==> config.mk <==
export PLATFORM = sky130hd
export DESIGN_NAME = debounce_fsm
export DESIGN_NICKNAME = d
export VERILOG_FILES = /design/src/rtl/debounce_pkg.sv /design/src/rtl/debounce_fsm_sync.sv /design/src/rtl/debounce_fsm.sv
export SDC_FILE = /design/constraint.sdc
export NUM_CORES = 1
export LEC_CHECK = 0
export BUFFER_PORTS_ARGS = -buffer_cell sky130_fd_sc_hd__buf_2
export CAP_MARGIN = 20
export CORE_MARGIN = 4
export CORE_UTILIZATION = 30
export CTS_CLUSTER_DIAMETER = 50
export DETAILED_ROUTE_END_ITERATION = 10
export PLACE_DENSITY_LB_ADDON = 0.3
export SKIP_CTS_REPAIR_TIMING = 1
export SYNTH_ARGS = -nofsm -noshare
export SYNTH_HDL_FRONTEND = slang
export SYNTH_SLANG_ARGS = --single-unit
==> constraint.sdc <==
create_clock -name clk -period 2.3 [get_ports clk]
set_input_delay 0.345 -clock clk [delete_from_list [all_inputs] [get_ports clk]]
set_output_delay 0.345 -clock clk [all_outputs]
set_load 0.005 [all_outputs]
==> src/rtl/debounce_pkg.sv <==
// Shared types and defaults for the switch debouncer.
package debounce_pkg;

  typedef enum logic [1:0] {
    ZERO  = 2'd0,
    WAIT1 = 2'd1,
    ONE   = 2'd2,
    WAIT0 = 2'd3
  } db_state_e;

  localparam int unsigned SYNC_STAGES_DEF   = 2;
  localparam int unsigned STABLE_CYCLES_DEF = 16;

endpackage

==> src/rtl/debounce_fsm_sync.sv <==
// Multi-flop synchronizer for the raw switch level.
module sync_ff #(
  parameter int unsigned DEPTH = 2
) (
  input  logic clk,
  input  logic reset,
  input  logic d,
  output logic q
);

  logic [DEPTH-1:0] sync_q;

  always_ff @(posedge clk) begin
    if (reset) sync_q <= '0;
    else       sync_q <= {sync_q[DEPTH-2:0], d};
  end

  assign q = sync_q[DEPTH-1];

endmodule

==> src/rtl/debounce_fsm.sv <==
// Switch debouncer: synchronizer, stability counter FSM,
// registered level and edge pulses.
module debounce_fsm
  import debounce_pkg::*;
#(
  parameter int unsigned SYNC_STAGES   = SYNC_STAGES_DEF,
  parameter int unsigned STABLE_CYCLES = STABLE_CYCLES_DEF
) (
  input  logic clk,
  input  logic reset,
  input  logic sw,
  output logic db_level,
  output logic db_rise,
  output logic db_fall
);

  localparam int unsigned CNT_W = $clog2(STABLE_CYCLES);
  localparam logic [CNT_W-1:0] LOAD = CNT_W'(STABLE_CYCLES - 1);

  logic            s;
  db_state_e       state_q;
  logic [CNT_W-1:0] cnt_q;
  logic            level_q;
  logic            rise_q;
  logic            fall_q;

  sync_ff #(
    .DEPTH(SYNC_STAGES)
  ) u_sync (
    .clk  (clk),
    .reset(reset),
    .d    (sw),
    .q    (s)
  );

  // Counter only decrements while nonzero, so it never wraps.
  always_ff @(posedge clk) begin
    if (reset) begin
      state_q <= ZERO;
      cnt_q   <= '0;
      level_q <= 1'b0;
      rise_q  <= 1'b0;
      fall_q  <= 1'b0;
    end else begin
      rise_q <= 1'b0;
      fall_q <= 1'b0;
      unique case (state_q)
        ZERO: begin
          if (s) begin
            state_q <= WAIT1;
            cnt_q   <= LOAD;
          end
        end
        WAIT1: begin
          if (!s) begin
            state_q <= ZERO;
          end else if (cnt_q == '0) begin
            state_q <= ONE;
            level_q <= 1'b1;
            rise_q  <= 1'b1;
          end else begin
            cnt_q <= cnt_q - 1'b1;
          end
        end
        ONE: begin
          if (!s) begin
            state_q <= WAIT0;
            cnt_q   <= LOAD;
          end
        end
        WAIT0: begin
          if (s) begin
            state_q <= ONE;
          end else if (cnt_q == '0) begin
            state_q <= ZERO;
            level_q <= 1'b0;
            fall_q  <= 1'b1;
          end else begin
            cnt_q <= cnt_q - 1'b1;
          end
        end
        default: state_q <= ZERO;
      endcase
    end
  end

  assign db_level = level_q;
  assign db_rise  = rise_q;
  assign db_fall  = fall_q;

endmodule

# == After elaboration in Yosys (flattened, before gate mapping) ==
# Index checks and enable logic that the tools add are counted.
# classes
magnitude_cmp,0
eq_ne,11
multipliers,0
reduce_logical,8
div_mod_pow,0
add_sub_neg,1
bitwise,3
n_mux,19
shifts,0
# ops
operator,count
$mux 4,5
$pmux 4 s4,1
$mux 2,6
$ne 2x2->1 const B,4
$pmux 2 s4,1
$reduce_and 4->1,2
$reduce_or 3->1,2
$mux 1,5
$reduce_and 5->1,1
$eq 2x2->1 const B,2
$logic_not 4->1,1
$ne 2x1->1 const B,2
$sub 4x1->4 const B,1
$ne 3x2->1 const B,1
$ne 3x3->1 const B,1
$not 1->1,3
$eq 2x1->1 const B,1
$logic_not 2->1,1
$pmux 1 s2,1
$reduce_bool 2->1,1
# word_totals
regBits,11
ram_bits,0
elab_cells,48
romBits,0
in_bits,3
latchBits,0
n_memories,0

# == Logic depth before layout (Yosys ltp) ==
# Gate-level depths: netlist of the first run.
# depth
word_depth,4
ltp_mapped,6
ltp_nobuf,5

# == By module ==
# A second synthesis of the first run with hierarchy kept.
# unflattened
hier_cells,45
area_unflattened_um2,457.9
# by_module_without_submodules
module,n_inst,cells_per_inst,seq_area_each_um2,area_each_um2
debounce_fsm,1,41,180.2,405.4
sync_ff,1,4,40.0,52.6

# == Least setup slack after synthesis of the first run ==
# No wires, ideal clock.
# synth_path
kind,register to register
from,register cnt_q[0]
to,register cnt_q[0]
stages_incl_launch_ff,7
setup_ps,86
synth_period_minus_slack_ps,1237
slack_ps,1063
required_time_ps,2214
t_arrival_ps,1151
n_path_buf,1
path_cell_list,dfxtp_1 inv_1 ha_1 nand4bb_1 buf_2 and4_1 a211oi_1
# synth_between
elab_chain_cells,4
word_cells_on_any_way,6
classes_between,add/sub: 1; mux: 4; reduce/logical: 1
# synth_rtl
item,line_no,text
start: declaration,debounce_fsm.sv:22,logic [CNT_W-1:0] cnt_q;
start signal: assignment,debounce_fsm.sv:62,cnt_q <= cnt_q - 1'b1;
start signal: assignment,debounce_fsm.sv:79,cnt_q <= cnt_q - 1'b1;
$sub 4x1->4 or $logic_not 4->1 (tied branches),--,
$mux 4 (*),"debounce_fsm.sv:57, debounce_fsm.sv:74",
"$mux 4, on equally long branches","debounce_fsm.sv:72, debounce_fsm.sv:55",
$pmux 4 s4 (*),debounce_fsm.sv:47,unique case (state_q)
# Mark *: on every way between the ends. The rest lies on a longest branch, timed or not. The select of a mux whose other input is x is not followed.
# A chain may end at the register's enable or synchronous reset.

# == Worst setup path after layout of the first run ==
# Same ends and word-level chain as after synthesis.

==> summary.txt, run 1 <==
Status
  • Status: completed

Floorplanning
  • # IOs: 6
  • Number of cell rows: 13
  • Total Die Area: 2195 um2
  • Die H: 46.86 um
  • Die X: 46.86 um
  • Initial core utilization: 0.3315
  • Core ar.: 1366 um2

Worst setup path
  • Slowest-stage cell, CP: and4_1
  • CP Class: flop to flop
  • Crit path from: cnt_q[0]
  • Worst-path cell chain: inv_1 > ha_1 > nand4bb_1 > and4_1 > a211oi_1
  • Max FO, Critical Path: 8
  • Arrival @ worst endpoint: 1.70 ns
  • Reg2reg setup slack: 0.77 ns
  • Setup crit start kind: flop
  • Reg-to-Reg Start: cnt_q[0]
  • Crit Reg-Reg Endpoint: cnt_q[0]
  • Critical Path RT: 2.47 ns
  • Max incr delay on CP: 0.33 ns
  • R2R cell count: 5
  • Crit. End Element: flop

Synthesis
  • Syn Area/Cell: 9.637 um2
  • Top cells by area in the synthesized netlist: dfxtp_1 (49%), and4_1 (3.9%), o21ai_0 (3.3%)
  • Synth Register Bits: 11
  • Syn. warnings: 0
  • Syn_nets: 51
  • Main synth FF type: dfxtp_1
  • Post-Syn Area: 452.9 um2
  • Post-synth EDFFs: 0
  • Synth Instances: 47
  • Most numerous cell in the Yosys netlist: dfxtp_1
  • Post-synth top cells: dfxtp_1 (11), inv_1 (4), o21ai_0 (3)
  • Sequential-to-total area share from yosys stat: 0.4862
  • Dominant cell type by area after synthesis: dfxtp_1
  • Share of the synthesized area in the top cell type: 0.4862
  • Asr flop ratio synth: 0
  • Synth cell types: 25

Worst hold path
  • Hold_sp: sw
  • Worst min path class: input port to flop
  • Min-Delay Endpoint: u_sync.sync_q[0]
  • Hold path depth: 2

GRT
  • Initial antenna violation count: 0
  • Vias in the first global route: 296
  • Global Route Usage Sum: 0.08184
  • Largest net degree at the start of global routing: 13
  • Global-route wire length before repair: 1214 um
  • Remaining Overflow, GRT: 0

Final layout
  • Layout cell share with drive strength beyond 1: 0.1509
  • Fin area: 509.2 um2
  • Synthesis-to-finish area growth: 12.43%
  • Filler cells: 154
  • # diodes: 0
  • Final net count: 58

STA
  • Min Tclk post-route: 1.525 ns
  • Max-slew headroom: 0.7741
  • RSZ-0062 raised after global routing: false
  • Slew @ Worst Pin: 0.3369 ns
  • Final hold vios: 0
  • Fin crit share: 0.6630
  • Highest Clock Rate: 655.7 MHz
  • Post-Route Setup TNS: 0 ns
  • Setup-failing EPs final: 0
  • Clock skew: 0.005268 ns
  • Hold WS: 0.3061 ns
  • Worst setup margin: 0.7750 ns
  • Fin. max-slew vios: 0

Detailed routing
  • Via Count: 342
  • Initial DRC Count: 5
  • Antenna-violating nets left: 0
  • Final wirelength: 701 um
  • WL/cell: 10.31 um
  • Remaining DRCs: 0
  • Vias per cell: 5.029
  • DR pass1 iterations: 3

Placement
  • DP Wirelength: 514.2 um
  • GPL Wtd Cong: 0.7036
  • Post-DP Area: 483.0 um2
  • Dpl ws: 0.7986 ns
  • I/O Buffers: 5

Clock tree
  • Sink Count: 11
  • Clk pin slew, worst setup/hold paths: 0.06 ns
  • CTS Buffer Depth: 2
  • CTS buffer count: 3
  • Root Buffer: clkbuf_4
  • Worst-Skew Late Latency: 0.26 ns
  • CTS tree: yes
  • CTS HTree Levels: 1

Power
  • Sw power: 0.07997 mW
  • LEAKAGE: 0.2090 nW
  • PD cells: 707.2 nW/um2
  • Reg power frac: 0.571
  • Switching Share: 0.2221
  • Total power: 0.3601 mW
  • Combinational share of power: 0.082
  • Clock network power share: 0.347
  • P_int: 0.2802 mW
  • Peak supply drop: 0.2749 mV

Run
  • MaxCap Viol Count: 0
-- cell type report --
class / instances / area [um2] / share of cell area
Clock buffer: 4 / 26.28 / 0.05160
Timing Repair Buffer: 5 / 25.02 / 0.04914
Tap cell: 15 / 18.77 / 0.03686
Multi-Input combinational cell: 29 / 203.9 / 0.4005
Sequential cell: 11 / 220.2 / 0.4324
Inverter: 4 / 15.01 / 0.02948
-- routing by layer --
layer,vias to the layer above,wire length [um],track usage
met3,0,60,0.05747
met4,0,0,0.03315
met2,9,280,0.1138
met1,155,361,0.09722
met5,-,0,0
li1,178,-,-
-- power groups by stage --
stage,Combinational [mW],Sequential (mW),Clock (mW)
3_3_place_gp,0.0300,0.210,0
2_1_floorplan,0.0241,0.208,0
6_report,0.0295,0.206,0.125
3_5_place_dp,0.0298,0.210,0
4_1_cts,0.0300,0.205,0.134
5_1_grt,0.0340,0.207,0.144
-- layout by cell type, fill, tap and decap left out, types with 2 or more instances in the layout --
master	n
dfxtp_1	11
buf_2	5
inv_1	4
o21ai_0	3
clkbuf_4	3
nand3b_1	2
nand2_1	2
and4_1	2
a211oi_1	2
nor2b_1	2
nor2_1	2
-- logic make-up (layout without fill, tap and decap cells) --
| kind of cell | after synthesis | after routing | share of synthesized area |
|---|---|---|---|
| AOI/OAI and AO/OA | 10 | 10 | 0.1409 |
| xor gates and xnor gates | 2 | 2 | 0.03868 |
| adders and majority gates | 1 | 1 | 0.02762 |
| buffers and inverters | 7 | 13 | 0.06352 |
| DFF | 11 | 11 | 0.4862 |
| muxes | 1 | 1 | 0.02210 |
| and+or+nand+nor | 15 | 15 | 0.2210 |
-- flip-flops by register name, summed over array words and instances, names as in the netlist, named ones only --
signal,count
cnt_q,4
db_fall,1
db_level,1
db_rise,1
state_q,1
u_sync.sync_q,2
-- how the worst max path moves through the flow --
stage	to	slack, ns
floorplan	cnt_q[0]	1.06
global placement	cnt_q[1]	0.82
detailed placement	cnt_q[0]	0.80
CTS	cnt_q[0]	0.78
global route	cnt_q[0]	0.62
finish	cnt_q[0]	0.77
-- critical path, delay by kind of cell, from the launching register on --
family | cells | cell delay (ns)
compound gates | 1 | 0.21
fa+ha+maj | 1 | 0.21
simple gates | 2 | 0.64
flops | 1 | 0.32
buf+inv | 1 | 0.07
-- stage by stage --
step | instances | utilization
floorplan | 47 | -
global placement | 64 | 0.3535
detailed placement | 64 | 0.3535
CTS | 68 | 0.3727
global route | 68 | 0.3727
finish | 68 | 0.3727
Power figures use the tool's default switching activity.
==> run 2, diff against run 1 <==
==> constraint.sdc (replaced) <==
create_clock -name clk -period 1.3 [get_ports clk]
set_input_delay 0.195 -clock clk [delete_from_list [all_inputs] [get_ports clk]]
set_output_delay 0.195 -clock clk [all_outputs]
set_load 0.005 [all_outputs]
==> summary.txt, run 2 (same netlist as run 1, synthesis figures left out) <==
Floorplanning
  • Core ar.: 1366 um2 (unchanged)
  • Total Die Area: 2195 um2 (unchanged)
  • Number of cell rows: 13 (unchanged)
  • # IOs: 6 (unchanged)
  • Die X: 46.86 um (unchanged)
  • Die H: 46.86 um (unchanged)
  • Initial core utilization: 0.3315 (unchanged)

Clock tree
  • CTS HTree Levels: 1 (unchanged)
  • Clk pin slew, worst setup/hold paths: 0.07 ns (was 0.06 ns)
  • Sink Count: 11 (unchanged)
  • Root Buffer: clkbuf_4 (unchanged)
  • CTS tree: yes (unchanged)
  • Worst-Skew Late Latency: 0.26 ns (about the same)
  • CTS Buffer Depth: 2 (unchanged)
  • CTS buffer count: 3 (unchanged)

STA
  • Max-slew headroom: 0.8478 (was 0.7741)
  • Post-Route Setup TNS: 0 ns (unchanged)
  • Min Tclk post-route: 1.239 ns (was 1.525 ns)
  • Final hold vios: 0 (unchanged)
  • RSZ-0062 raised after global routing: false (unchanged)
  • Highest Clock Rate: 807.2 MHz (was 655.7 MHz)
  • Hold WS: 0.1516 ns (was 0.3061 ns)
  • Setup-failing EPs final: 0 (unchanged)
  • Fin. max-slew vios: 0 (unchanged)
  • Fin crit share: 0.9530 (was 0.6630)
  • Clock skew: 0.001462 ns (was 0.005268 ns)
  • Slew @ Worst Pin: 0.2251 ns (was 0.3369 ns)

Worst setup path
  • Arrival @ worst endpoint: 1.43 ns (was 1.70 ns)
  • Reg2reg setup slack: 0.06 ns (was 0.77 ns)
  • Max FO, Critical Path: 2 (was 8)
  • Critical path's top delay family: simple AND/OR/NAND/NOR gates (unchanged)
  • Worst-path cell chain: buf_4 > or3_4 > o31a_1 > o22ai_1 (was inv_1 > ha_1 > nand4bb_1 > and4_1 > a211oi_1)
  • Critical Path RT: 1.50 ns (was 2.47 ns)
  • Setup crit start kind: flop (unchanged)
  • Slowest-stage cell, CP: or3_4 (was and4_1)
  • Crit. End Element: flop (unchanged)
  • Max incr delay on CP: 0.38 ns (was 0.33 ns)
  • Buf/Inv on CP: 1 (unchanged)
  • CP Class: flop to flop (unchanged)

GRT
  • Initial antenna violation count: 0 (unchanged)
  • Global-route wire length before repair: 1469 um (was 1214 um)
  • Global Route Usage Sum: 0.09720 (was 0.08184)
  • Largest net degree at the start of global routing: 13 (unchanged)
  • Vias in the first global route: 336 (was 296)
  • Remaining Overflow, GRT: 0 (unchanged)

Placement
  • Post-DP Area: 550.5 um2 (was 483.0 um2)
  • DP Wirelength: 608.3 um (was 514.2 um)
  • I/O Buffers: 5 (unchanged)
  • GPL Wtd Cong: 0.7169 (was 0.7036)

Final layout
  • Layout cell share with drive strength beyond 1: 0.4032 (was 0.1509)
  • Largest Register: cnt_q (unchanged)
  • Most common cell after layout, fill and taps aside: dfxtp_1 (unchanged)
  • # diodes: 0 (unchanged)
  • Synthesis-to-finish area growth: 37.57% (was 12.43%)
  • Max reg flops: 4 (unchanged)
  • Final net count: 67 (was 58)
  • Fin area: 623.1 um2 (was 509.2 um2)
  • Biggest regs: cnt_q x4, u_sync.sync_q x2 (unchanged)
  • Most frequent cells in the layout: dfxtp_1 (10), buf_4 (9), buf_2 (5) (was dfxtp_1 (11), buf_2 (5), inv_1 (4))

Status
  • Status: completed (unchanged)

Detailed routing
  • Via Count: 379 (was 342)
  • Antenna-violating nets left: 0 (unchanged)
  • DR pass1 iterations: 4 (was 3)
  • Initial DRC Count: 6 (was 5)
  • Remaining DRCs: 0 (unchanged)
  • WL/cell: 11.73 um (was 10.31 um)
  • Final wirelength: 903 um (was 701 um)
  • Vias per cell: 4.922 (was 5.029)

Power
  • Clock network power share: 0.338 (was 0.347)
  • LEAKAGE: 0.2547 nW (was 0.2090 nW)
  • Total power: 0.6900 mW (was 0.3601 mW)
  • Reg power frac: 0.528 (was 0.571)
  • P_int: 0.5247 mW (was 0.2802 mW)
  • Switching Share: 0.2396 (was 0.2221)
  • PD cells: 1107 nW/um2 (was 707.2 nW/um2)
  • Peak supply drop: 0.5833 mV (was 0.2749 mV)
  • Combinational share of power: 0.134 (was 0.082)
  • Sw power: 0.1653 mW (was 0.07997 mW)

Run
  • MaxCap Viol Count: 0 (unchanged)

Worst hold path
  • Worst min path class: input port to flop (unchanged)
## run 2: cell count changes in the layout (fill, tap and decap cells not counted), sizes merged
cell  previous run  this run
buf              5        14
## run 2: power groups by stage
stage / clock network (mW) / logic [mW] / registers (mW)
2_1_floorplan: 0 / 0.0427 / 0.367
3_3_place_gp: 0 / 0.0741 / 0.369
3_5_place_dp: 0 / 0.0750 / 0.369
4_1_cts: 0.247 / 0.0755 / 0.361
5_1_grt: 0.271 / 0.106 / 0.366
6_report: 0.233 / 0.0927 / 0.364
## run 2: metrics by stage
stage | worst slack [ns] | utilization | instances
detailed placement | 0.03128 | 0.4029 | 73
finish | 0.06107 | 0.4560 | 77
global placement | 0.06301 | 0.4029 | 73
global route | 0.01151 | 0.4560 | 77
CTS | 0.01120 | 0.4222 | 77
floorplan | 0.06318 | - | 47
## run 2: layout make-up
cell class	instances	area, um2
flip-flops and latches	11	221.5
fillers	142	743.2
repair buffers	14	92.59
multi-input cells	29	249.0
well taps	15	18.77
clock buffers	4	26.28
inverters	4	15.01
## run 2: path summary, 6_finish.rpt
check                                       from          endpoint  cells past startpoint
worst max register to register          cnt_q[0]          cnt_q[3]                      4
worst min-delay path                          sw  u_sync.sync_q[0]                      2
worst min register to register  u_sync.sync_q[0]  u_sync.sync_q[1]                      1
worst max-delay path                    cnt_q[0]          cnt_q[3]                      4
## run 2: layer usage
| layer | up-vias | GRT usage | part of all wire |
|---|---|---|---|
| li1 | 194 | - | - |
| met4 | 0 | 0.03315 | 0 |
| met2 | 10 | 0.1274 | 0.45 |
| met3 | 0 | 0.05747 | 0.071 |
| met5 | - | 0 | 0 |
| met1 | 175 | 0.1310 | 0.48 |
